$ cat src/rtl/serial_subtractor_pkg.sv
// Shared definitions for the bit-serial subtractor: FSM encoding and legal width range.
package serial_subtractor_pkg;

    // Operand width limits the datapath is built and characterised for.
    localparam int unsigned WIDTH_MIN = 2;
    localparam int unsigned WIDTH_MAX = 32;

    // Control FSM states.
    typedef enum logic [1:0] {
        IDLE  = 2'd0,
        SHIFT = 2'd1,
        DONE  = 2'd2
    } state_t;

    // True when a requested width is inside the supported range.
    function automatic logic width_is_legal(input int unsigned w);
        return (w >= WIDTH_MIN) && (w <= WIDTH_MAX);
    endfunction

endpackage

$ cat src/rtl/full_subtractor_1b.sv
// One-bit full subtractor: d = x - y - bin, with borrow-out.
module full_subtractor_1b (
    input  logic x,
    input  logic y,
    input  logic bin,
    output logic d,
    output logic bout
);

    logic w_xy_diff;

    // Difference bit and borrow-out from the shared x^y term.
    always_comb begin
        w_xy_diff = x ^ y;
        d         = w_xy_diff ^ bin;
        bout      = (~x & y) | (~w_xy_diff & bin);
    end

endmodule

$ cat src/rtl/serial_subtractor.sv
// Bit-serial two's-complement subtractor: D = A - B, one bit per enabled clock, LSB first.
// Operands are accepted in IDLE, shifted through a single full-subtractor cell in SHIFT,
// and the result is held in DONE until the consumer takes it.
module serial_subtractor
    import serial_subtractor_pkg::*;
#(
    parameter int unsigned WIDTH = 8
) (
    input  logic             clk,
    input  logic             rst_n,
    input  logic             ena,
    input  logic             in_valid,
    output logic             in_ready,
    input  logic [WIDTH-1:0] a,
    input  logic [WIDTH-1:0] b,
    output logic             out_valid,
    input  logic             out_ready,
    output logic [WIDTH-1:0] diff,
    output logic             borrow,
    output logic             overflow,
    output logic             busy
);

    localparam int unsigned CW = $clog2(WIDTH);
    localparam logic [CW-1:0] CNT_LAST = CW'(WIDTH - 1);

    // Width legality is a static property of the instance; tie it to a constant so an
    // illegal WIDTH shows up as a permanently deasserted in_ready rather than bad results.
    localparam logic WIDTH_OK = width_is_legal(WIDTH);

    state_t           r_state;
    logic [WIDTH-1:0] r_a_sr;
    logic [WIDTH-1:0] r_b_sr;
    logic [WIDTH-1:0] r_diff_sr;
    logic [CW-1:0]    r_cnt;
    logic             r_bor;
    logic             r_a_msb;
    logic             r_b_msb;
    logic [WIDTH-1:0] r_diff;
    logic             r_borrow;
    logic             r_ovf;
    logic             r_out_valid;

    logic             w_d;
    logic             w_bout;
    logic             w_last;
    logic             w_accept;
    logic             w_release;
    logic [WIDTH-1:0] w_diff_final;

    // The single arithmetic cell, fed from the operand LSBs and the registered borrow.
    full_subtractor_1b u_cell (
        .x    (r_a_sr[0]),
        .y    (r_b_sr[0]),
        .bin  (r_bor),
        .d    (w_d),
        .bout (w_bout)
    );

    // Handshake qualifiers and the fully assembled difference on the final bit.
    always_comb begin
        w_last       = (r_state == SHIFT) && (r_cnt == CNT_LAST);
        w_accept     = (r_state == IDLE) && in_valid && WIDTH_OK;
        w_release    = (r_state == DONE) && r_out_valid && out_ready;
        w_diff_final = {w_d, r_diff_sr[WIDTH-1:1]};
    end

    // Control FSM: IDLE -> SHIFT on accept, SHIFT -> DONE on last bit, DONE -> IDLE on take.
    always_ff @(posedge clk or negedge rst_n) begin
        if (!rst_n) begin
            r_state <= IDLE;
        end else if (ena) begin
            case (r_state)
                IDLE:    if (w_accept)  r_state <= SHIFT;
                SHIFT:   if (w_last)    r_state <= DONE;
                DONE:    if (w_release) r_state <= IDLE;
                default: r_state <= IDLE;
            endcase
        end
    end

    // Operand and partial-difference shift registers plus operand sign capture.
    always_ff @(posedge clk or negedge rst_n) begin
        if (!rst_n) begin
            r_a_sr    <= '0;
            r_b_sr    <= '0;
            r_diff_sr <= '0;
            r_a_msb   <= 1'b0;
            r_b_msb   <= 1'b0;
        end else if (ena) begin
            if (w_accept) begin
                r_a_sr  <= a;
                r_b_sr  <= b;
                r_a_msb <= a[WIDTH-1];
                r_b_msb <= b[WIDTH-1];
            end else if (r_state == SHIFT) begin
                r_a_sr    <= {1'b0, r_a_sr[WIDTH-1:1]};
                r_b_sr    <= {1'b0, r_b_sr[WIDTH-1:1]};
                r_diff_sr <= w_diff_final;
            end
        end
    end

    // Bit counter and running borrow; counter wraps to 0 on the last bit so it never
    // exceeds WIDTH-1.
    always_ff @(posedge clk or negedge rst_n) begin
        if (!rst_n) begin
            r_cnt <= '0;
            r_bor <= 1'b0;
        end else if (ena) begin
            if (w_accept) begin
                r_cnt <= '0;
                r_bor <= 1'b0;
            end else if (r_state == SHIFT) begin
                r_bor <= w_bout;
                if (w_last) begin
                    r_cnt <= '0;
                end else begin
                    r_cnt <= r_cnt + CW'(1);
                end
            end
        end
    end

    // Result registers: written only on the last bit, held through DONE and IDLE.
    always_ff @(posedge clk or negedge rst_n) begin
        if (!rst_n) begin
            r_diff   <= '0;
            r_borrow <= 1'b0;
            r_ovf    <= 1'b0;
        end else if (ena && w_last) begin
            r_diff   <= w_diff_final;
            r_borrow <= w_bout;
            // Signed overflow: operands differ in sign and the result sign differs from A.
            r_ovf    <= (r_a_msb != r_b_msb) && (w_d != r_a_msb);
        end
    end

    // Result-valid flag: cleared on a new load or when the consumer takes the result.
    always_ff @(posedge clk or negedge rst_n) begin
        if (!rst_n) begin
            r_out_valid <= 1'b0;
        end else if (ena) begin
            if (w_accept || w_release) begin
                r_out_valid <= 1'b0;
            end else if (w_last) begin
                r_out_valid <= 1'b1;
            end
        end
    end

    // Status outputs decoded straight from state; results driven from their registers.
    always_comb begin
        in_ready  = (r_state == IDLE) && WIDTH_OK;
        busy      = (r_state == SHIFT);
        out_valid = r_out_valid;
        diff      = r_diff;
        borrow    = r_borrow;
        overflow  = r_ovf;
    end

endmodule

$ cat config.mk
export PLATFORM = sky130hd
export DESIGN_NAME = serial_subtractor
export DESIGN_NICKNAME = d
export VERILOG_FILES = /design/src/rtl/serial_subtractor_pkg.sv /design/src/rtl/full_subtractor_1b.sv /design/src/rtl/serial_subtractor.sv
export SDC_FILE = /design/constraint.sdc
export NUM_CORES = 1
export LEC_CHECK = 0
export BUFFER_PORTS_ARGS = -buffer_cell sky130_fd_sc_hd__buf_2
export CORE_ASPECT_RATIO = 0.7
export CORE_UTILIZATION = 33
export CTS_BUF_LIST = sky130_fd_sc_hd__clkbuf_8 sky130_fd_sc_hd__clkbuf_16
export CTS_CLUSTER_SIZE = 30
export DETAILED_ROUTE_END_ITERATION = 16
export PLACE_DENSITY = 0.55
export SLEW_MARGIN = 10
export SYNTH_ARGS = -nofsm -noshare
export SYNTH_HDL_FRONTEND = slang
export SYNTH_SLANG_ARGS = --single-unit
$ cat constraint.sdc
create_clock -name clk -period 2.08 [get_ports clk]
set_input_delay 0.208 -clock clk [delete_from_list [all_inputs] [get_ports clk]]
set_output_delay 0.208 -clock clk [all_outputs]
set_load 0.02 [all_outputs]
==> results by group, run 1 <==
Setup path
  – CP top delay family: simple AND/OR/NAND/NOR gates
  – Slowest cell on the critical path: dfrtp_1
  – CP max FO: 15
  – R2r setup slk: 310 ps
  – Critical-path cell list: or3b_1, buf_4, nor2_4, mux2_2
  – CP required: 2240 ps
  – Crit path buf inv count: 1
  – Slowest cell delay on critical path: 480 ps
  – Worst path arrival time: 1940 ps
  – Critical path type: reg2reg
  – CP Launch Type: flop
  – Setup crit end kind: flop

Synth
  – Post-synthesis net count: 159
  – Post-synth EDFFs: 0
  – Average size of a mapped cell: 14.42 µm²
  – Synth warn: 0
  – Seq/Total Area, Yosys: 53.98%
  – Synth Instances: 135
  – Synthesized cell area: 0.001947 mm²
  – Post-synth cell types: 29
  – Post-synth top area cell: dfrtp_1
  – Ys async rst share: 100.0%
  – Synth area leaders: dfrtp_1, mux2_2, mux2_4
  – Main synth FF type: dfrtp_1
  – Post-synth top area share: 53.98%
  – Yosys reg bits: 42

Power and ir drop
  – Switching Power: 1026 µW
  – Power share of the clock group: 16.6%
  – Pint: 2118 µW
  – PwrDens: 1378 mW/mm²
  – VDD IR-drop max: 0.4925 mV
  – Switching power share of the total: 32.63%
  – Logic pwr share: 39.6%
  – P_leak: 0.001166 µW
  – Sequential fraction of design power: 43.8%

Flow run
  – Total of max-cap violations: 0

Cells and area
  – Final #Nets: 198
  – Layout area overhead: 17.16%
  – Filler Cell Count: 540
  – Area occupied by multi-input gates: 817.0 µm²
  – Sequential cell area: 0.001051 mm²
  – Antenna cells: 0
  – Share of cells above drive strength 1: 51.43%

Outcome
  – Status: completed

Route
  – Routed vias: 1154
  – Drt first-iter violations: 38
  – Post-route ant nets: 0
  – First drt pass iteration count: 4
  – Number of remaining DRC errors: 0
  – Routed WL per cell: 13.94 µm
  – Final WL: 3444 µm
  – Vias per cell: 4.672

STA
  – FMAX: 564.0 MHz
  – Worst Max-Slew Pin Slew: 564.1 ps
  – Slew headroom: 62.28%
  – Clock skew: 11.18 ps
  – Worst Slack Setup Final: 307.0 ps
  – Final critical-path required period: 1773 ps
  – RSZ-0062 raised after global routing: false
  – Tcrit/Tclk final: 85.24%
  – Final setup fails: 0
  – Max-slew violation count: 0
  – Setup TNS Final: 0 ps
  – Endpoints failing hold: 0

Clocking
  – Post-cts gate resize count: 0
  – CTS max path bufs: 2
  – H-Tree Level Count: 2
  – Clock latency on the worst-skew pair: 290 ps
  – Clock Sinks: 42
  – CTS tree: done
  – Root buf cell: clkbuf_8
  – CTS clock-pin slew for the worst setup and hold paths: 80 ps
  – Post-CTS Setup Bufs: 0
  – Inserted Clock Buffers: 5

GRT
  – First-pass GRT wire length: 5865 µm
  – Initial antenna violation count: 0
  – Largest net degree at the start of global routing: 43
  – Vias in the first global route: 1243
  – GRT Total Usage: 12.50%
  – Gr ovfl total: 0

Die
  – Initial Util: 35.72%
  – Die area: 0.006216 mm²
  – IO Pins: 34
  – Die Y-Extent: 66.27 µm
  – Core region area: 0.005450 mm²
  – Row count: 22
  – Chip width: 93.81 µm

Place
  – Port Buffers: 33
  – Worst slack at placement: 313.7 ps
  – HPWL after detailed placement: 2507 µm
  – GP Congestion: 0.7401

Hold path
  – Worst min-delay path class: in2reg
==> metrics by stage <==
| step | util (%) | hold WS (ps) | cells | total power [µW] | cell area, µm² |
|---|---|---|---|---|---|
| after detailed placement | 39.99 | 309.5 | 238 | 2656 | 2180 |
| after global placement | 39.99 | 300.2 | 238 | 2578 | 2180 |
| after global routing | 41.85 | 156.0 | 247 | 3374 | 2281 |
| after floorplan | - | -87.59 | 135 | 2334 | 1947 |
| after CTS | 41.85 | 164.9 | 247 | 3193 | 2281 |
| final | 41.85 | 174.8 | 247 | 3143 | 2281 |
==> cells in the mapped netlist, drive strengths merged, types with 2 or more instances <==
cell type	count
mux2	44
inv	7
nor2	4
ha	2
nand2	5
a21oi	2
dfrtp	42
a22o	3
o22ai	2
mux2i	2
buf	5
o21ai	5
==> power groups by stage <==
stage                     Clock (µW)  Sequential, µW  Combinational, µW
after floorplan                    0            1440                894
after global placement             0            1370               1210
after detailed placement           0            1400               1260
after CTS                        545            1380               1270
after global routing             584            1430               1360
final                            522            1380               1240
==> final timing paths <==
kind                             from   endpoint  cells past startpoint
min in group asynchronous       rst_n  r_b_sr[7]                      3
max reg2reg                r_state[1]    r_b_msb                      4
min                              a[7]  r_a_sr[7]                      2
max                        r_state[1]    r_b_msb                      4
max in group asynchronous       rst_n    diff[0]                      3
min reg2reg                    borrow     borrow                      2
==> metal layers <==
metal  routed length, µm  vias up  part of all wire, %  global-route usage [%]
li1                    -      553                    -                       -
met1                1627      577                   47                   16.34
met2                1668       22                   48                   20.44
met3                 140        2                  4.1                   3.678
met4                   8        0                 0.23                   2.885
met5                   0        -                    0                       0
==> logic make-up after synthesis <==
kind of cell | Yosys count | share of synthesized area (%)
compound gates | 16 | 5.720
fa+ha+maj | 3 | 2.313
buf+inv | 13 | 4.049
flops | 42 | 53.98
mux | 46 | 29.56
simple gates | 15 | 4.371
==> registers in the layout, summed over array words and instances, names as in the netlist <==
signal	flops
borrow	1
diff	8
out_valid	1
overflow	1
r_a_msb	1
r_a_sr	8
r_b_msb	1
r_b_sr	8
r_bor	1
r_cnt	3
r_diff_sr	7
r_state	2
==> final cells by class <==
cell class                 instances  area share [%]
clock buffer                       6           3.620
clock inverter                     2          0.3840
sequential                        42           46.08
multi-input combinational         80           35.82
timing repair buffer              38           8.996
tap                               72           3.950
inverter                           7           1.152
==> layout by cell type (no fill, tap or decap), types with 2 or more instances in the layout <==
cell	Yosys	final
inv_1	7	8
dfrtp_1	42	42
mux2_4	16	16
nand2_1	5	5
a22o_1	3	3
mux2i_1	2	2
o22ai_1	2	2
a21oi_1	2	2
nor2_1	3	3
clkbuf_8	0	6
o21ai_0	5	5
buf_4	1	4
ha_1	2	2
mux2_2	28	28
buf_2	2	33
==> worst register-to-register path, stage by stage (launching register included) <==
cell	delay, ps
dfrtp_1	480
or3b_1	380
buf_4	230
nor2_4	210
mux2_2	360
==> timing repair <==
action / 4_1_cts / 5_1_grt
hold endpoints to repair: 15 / 0
hold buffers: 1 / 0
endpoints found under the setup margin: 0 / 0
No activity file was read; power rests on OpenSTA's default activity.
==> run 2, diff against run 1 <==
--- a/config.mk
+++ b/config.mk
@@ -6,9 +6,10 @@
 export NUM_CORES = 1
 export LEC_CHECK = 0
 export BUFFER_PORTS_ARGS = -buffer_cell sky130_fd_sc_hd__buf_2
-export CORE_ASPECT_RATIO = 0.7
+export CORE_ASPECT_RATIO = 1.1
 export CORE_UTILIZATION = 33
 export CTS_BUF_LIST = sky130_fd_sc_hd__clkbuf_8 sky130_fd_sc_hd__clkbuf_16
+export CTS_CLUSTER_DIAMETER = 60
 export CTS_CLUSTER_SIZE = 30
 export DETAILED_ROUTE_END_ITERATION = 16
 export PLACE_DENSITY = 0.55
==> constraint.sdc (replaced) <==
create_clock -name clk -period 2.1 [get_ports clk]
set_input_delay 0.21 -clock clk [delete_from_list [all_inputs] [get_ports clk]]
set_output_delay 0.21 -clock clk [all_outputs]
set_load 0.02 [all_outputs]
==> results by group, run 2 (synthesis gave the netlist of run 1 again) <==
Outcome
  – Status: completed

Clocking
  – CTS clock-pin slew for the worst setup and hold paths: 70 ps
  – Clock Sinks: 42
  – CTS max path bufs: 2
  – Inserted Clock Buffers: 5
  – Post-cts gate resize count: 0
  – Clock latency on the worst-skew pair: 280 ps
  – Post-CTS Setup Bufs: 0
  – H-Tree Level Count: 2
  – Cts-stage hold buffer count: 0
  – Root buf cell: clkbuf_8
  – CTS tree: done

Route
  – Drt first-iter violations: 66
  – Routed vias: 1162
  – Routed WL per cell: 13.90 µm
  – Post-route ant nets: 0
  – Number of remaining DRC errors: 0
  – First drt pass iteration count: 4
  – Vias per cell: 4.685
  – Final WL: 3448 µm

Power and ir drop
  – PwrDens: 1372 mW/mm²
  – VDD IR-drop max: 0.6019 mV
  – P_leak: 0.001157 µW

Setup path
  – Crit path depth: 4
  – Slowest cell delay on critical path: 480 ps
  – Critical path type: reg2reg
  – CP required: 2270 ps
  – Worst path arrival time: 1940 ps
  – CP max FO: 15
  – Crit path buf inv count: 1
  – CP Launch Type: flop
  – CP top delay family: simple AND/OR/NAND/NOR gates
  – Critical-path cell list: or3b_1, buf_4, nor2_4, mux2_2
  – Setup crit end kind: flop
  – Slowest cell on the critical path: dfrtp_1
  – R2R depth: 4

Cells and area
  – Commonest non-fill, non-tap cell in the layout: dfrtp_1
  – Most frequent cells in the layout: dfrtp_1, buf_2, mux2_2
  – Antenna cells: 0
  – Post-route cell area: 0.002267 mm²
  – Final core utilization: 40.96%
  – Final #Nets: 196
  – Filler Cell Count: 554
  – Share of cells above drive strength 1: 51.45%
  – Post-Layout Cell Count: 248
  – Layout area overhead: 16.45%

GRT
  – GRT Total Usage: 12.06%
  – Gr ovfl total: 0
  – Largest net degree at the start of global routing: 43
  – First-pass GRT wire length: 5540 µm
  – Initial antenna violation count: 0
  – Vias in the first global route: 1248

STA
  – Final setup fails: 0
  – Max-slew violation count: 0
  – Endpoints failing hold: 0
  – RSZ-0062 raised after global routing: false
  – Slew headroom: 37.56%
  – FMAX: 564.3 MHz
  – Worst Max-Slew Pin Slew: 936.7 ps
  – Clock skew: 2.841 ps
  – Tcrit/Tclk final: 84.39%
  – Final critical-path required period: 1772 ps
  – Fin Hold WS: 67.14 ps
  – Setup TNS Final: 0 ps

Place
  – Port Buffers: 33
  – Placed Cells incl. Taps: 240
  – Placed instance area: 0.002176 mm²
  – GP Congestion: 0.6869
  – HPWL after detailed placement: 2378 µm

Hold path
  – Worst min-delay path class: in2async

Die
  – Die area: 0.006211 mm²
  – IO Pins: 34
  – Row count: 28
  – Core region area: 0.005535 mm²
  – Initial Util: 35.17%
  – Die Y-Extent: 82.56 µm
  – Chip width: 75.24 µm

Flow run
  – Total of max-cap violations: 0
==> run 2: cell types whose count changed in the layout (fill, tap and decap cells not counted), sizes merged <==
cell         change
buf              -1
dlygate4sd3      -1
==> run 2: where the power goes <==
group | switching (µW) | leakage, µW | internal (µW)
clock | 252 | 0.0000524 | 260
combinational | 550 | 0.000569 | 684
sequential | 211 | 0.000536 | 1150
total | 1010 | 0.00116 | 2100
==> run 2: area by class of cell <==
| type | count | area (µm²) | area share, % |
|---|---|---|---|
| repair buffers | 36 | 187.7 | 8.278 |
| multi-input cells | 80 | 817.0 | 36.04 |
| inverters | 7 | 26.28 | 1.159 |
| clock buffers | 6 | 82.58 | 3.642 |
| clock inverters | 2 | 8.758 | 0.3863 |
| well taps | 75 | 93.84 | 4.139 |
| flip-flops and latches | 42 | 1051 | 46.36 |
==> run 2: routing by layer <==
metal / share of wire, % / vias up / wire [µm] / track usage [%]
li1: - / 552 / - / -
met1: 46 / 577 / 1574 / 14.46
met2: 49 / 29 / 1685 / 20.81
met3: 4.7 / 4 / 162 / 3.034
met4: 0.73 / 0 / 25 / 4.444
met5: 0 / - / 0 / 0
==> run 2: worst register-to-register path, cell delays in order (launching register included) <==
cell and delay (ps):
dfrtp_1 480, or3b_1 380, buf_4 220, nor2_4 220, mux2_2 360
==> run 2: worst paths after layout <==
check	from	endpoint	slack, ps
worst max register to register	r_state[1]	r_b_msb	330
worst min register to register	borrow	borrow	490
max in group asynchronous	rst_n	borrow	1460
worst max-delay path	r_state[1]	r_b_msb	330
min in group clk	a[7]	r_a_sr[7]	170
worst min-delay path	rst_n	r_b_sr[3]	70
==> run 2: metrics by stage <==
step	setup WS (ps)	total power, µW
5_1_grt	158.0	3340
6_report	327.8	3110
3_5_place_dp	310.0	2624
3_3_place_gp	356.3	2561
2_1_floorplan	367.5	2312
4_1_cts	286.3	3162
==> run 3, diff against run 2 <==
==> constraint.sdc (replaced) <==
create_clock -name clk -period 1.8 [get_ports clk]
set_input_delay 0.18 -clock clk [delete_from_list [all_inputs] [get_ports clk]]
set_output_delay 0.18 -clock clk [all_outputs]
set_load 0.02 [all_outputs]
==> results by group, run 3 (synthesis gave the netlist of run 1 again) <==
STA
  – Endpoints failing hold: 0
  – Worst Max-Slew Pin Slew: 548.9 ps
  – RSZ-0062 raised after global routing: false
  – Max-slew violation count: 0
  – Final critical-path required period: 1657 ps
  – Tcrit/Tclk final: 92.07%
  – Setup TNS Final: 0 ps
  – Fin Hold WS: 128.2 ps
  – Clock skew: 10.89 ps
  – Slew headroom: 63.41%
  – Worst Slack Setup Final: 142.8 ps
  – Final setup fails: 0
  – FMAX: 603.4 MHz

Hold path
  – Worst min-delay path class: in2reg

Route
  – Vias per cell: 4.627
  – Post-route ant nets: 0
  – Routed WL per cell: 13.68 µm
  – Final WL: 3489 µm
  – First drt pass iteration count: 4
  – Number of remaining DRC errors: 0
  – Drt first-iter violations: 15
  – Routed vias: 1180

GRT
  – Largest net degree at the start of global routing: 24
  – First-pass GRT wire length: 5720 µm
  – GRT Total Usage: 12.56%
  – Vias in the first global route: 1199
  – Gr ovfl total: 0
  – Initial antenna violation count: 0

Setup path
  – CP top delay family: multiplexers
  – Crit path buf inv count: 1
  – CP most frequent cell: mux2_4
  – Setup crit end kind: flop
  – Critical path type: reg2reg
  – CP Launch Type: flop
  – CP required: 1980 ps
  – CP max FO: 15
  – Slowest cell delay on critical path: 420 ps
  – Worst path arrival time: 1840 ps
  – Critical-path cell list: or3b_1, buf_12, mux2_4, mux2_4
  – Slowest cell on the critical path: or3b_1

Die
  – Core region area: 0.005535 mm²
  – Die area: 0.006211 mm²
  – IO Pins: 34
  – Initial Util: 35.17%
  – Chip width: 75.24 µm
  – Row count: 28
  – Die Y-Extent: 82.56 µm

Clocking
  – Post-CTS Setup Bufs: 0
  – Root buf cell: clkbuf_8
  – Clock Sinks: 42
  – H-Tree Level Count: 2
  – CTS max path bufs: 2
  – CTS clock-pin slew for the worst setup and hold paths: 80 ps
  – CTS tree: done
  – Post-cts gate resize count: 0
  – Inserted Clock Buffers: 5
  – Clock latency on the worst-skew pair: 290 ps

Cells and area
  – Share of cells above drive strength 1: 53.33%
  – Area occupied by multi-input gates: 817.0 µm²
  – Filler Cell Count: 540
  – Post-Layout Cell Count: 255
  – Final #Nets: 203
  – Most frequent cells in the layout: dfrtp_1, buf_2, mux2_2
  – Sequential cell area: 0.001051 mm²
  – Layout area overhead: 23.59%
  – Commonest non-fill, non-tap cell in the layout: dfrtp_1
  – Antenna cells: 0

Place
  – Port Buffers: 33
  – Placed Cells incl. Taps: 246
  – GP Congestion: 0.7005
  – Worst slack at placement: 164.2 ps
  – HPWL after detailed placement: 2529 µm

Power and ir drop
  – Power Total: 3962 µW
  – PwrDens: 1647 mW/mm²
  – P_leak: 0.001223 µW
  – VDD IR-drop max: 0.6990 mV

Flow run
  – Total of max-cap violations: 0

Outcome
  – Status: completed
==> run 3: changes by cell type in the layout (fill, tap and decap cells not counted) <==
cell	before	now
buf_12	0	3
buf_4	3	6
bufinv_16	0	2
clkbuf_8	6	5
clkinv_2	1	0
clkinv_4	0	1
dlygate4sd3_1	0	1
inv_1	8	7
==> run 3: path summary, 6_finish.rpt <==
kind                       startpoint   endpoint  slack [ps]  cells after the start
max                        r_state[0]  r_a_sr[3]         140                      4
min                              b[7]  r_b_sr[7]         130                      2
max reg2reg                r_state[0]  r_a_sr[3]         140                      4
min reg2reg                  overflow   overflow         490                      2
max in group asynchronous       rst_n  r_a_sr[0]         830                      3
min in group asynchronous       rst_n  r_b_sr[3]         390                      2
==> run 3: per-stage QoR <==
stage	area, µm²	utilization (%)
final	2406	43.47
after global routing	2406	43.47
after CTS	2406	43.47
after detailed placement	2258	40.80
after global placement	2258	40.80
after floorplan	1947	-
==> run 3: worst reg2reg max path, cell delays in order (launching register included) <==
cell	delay, ps
dfrtp_1	390
or3b_1	420
buf_12	180
mux2_4	300
mux2_4	250
==> run 3: layout make-up <==
class,instances,area share [%]
Sequential cell,42,43.68
Multi-Input combinational cell,80,33.96
Timing Repair Buffer,43,11.65
Tap cell,75,3.900
Clock buffer,5,2.860
Clock inverter,3,2.860
Inverter,7,1.092
==> run 3: per-layer routing <==
layer / routed length [µm] / global-route usage, % / vias to the layer above
li1: - / - / 564
met1: 1633 / 15.64 / 583
met2: 1666 / 21.26 / 28
met3: 155 / 4.005 / 5
met4: 34 / 2.778 / 0
met5: 0 / 0 / -
==> run 3: where the power goes <==
| group | internal [µW] | total [µW] | switching [µW] |
|---|---|---|---|
| sequential | 1340 | 1580 | 231 |
| combinational | 853 | 1500 | 650 |
| clock | 555 | 883 | 327 |
| total | 2750 | 3960 | 1210 |
==> run 3: repair_timing <==
item                       CTS  global route
setup endpoints to repair    0             0
hold buffers                 1             0
hold endpoints to repair    21             0
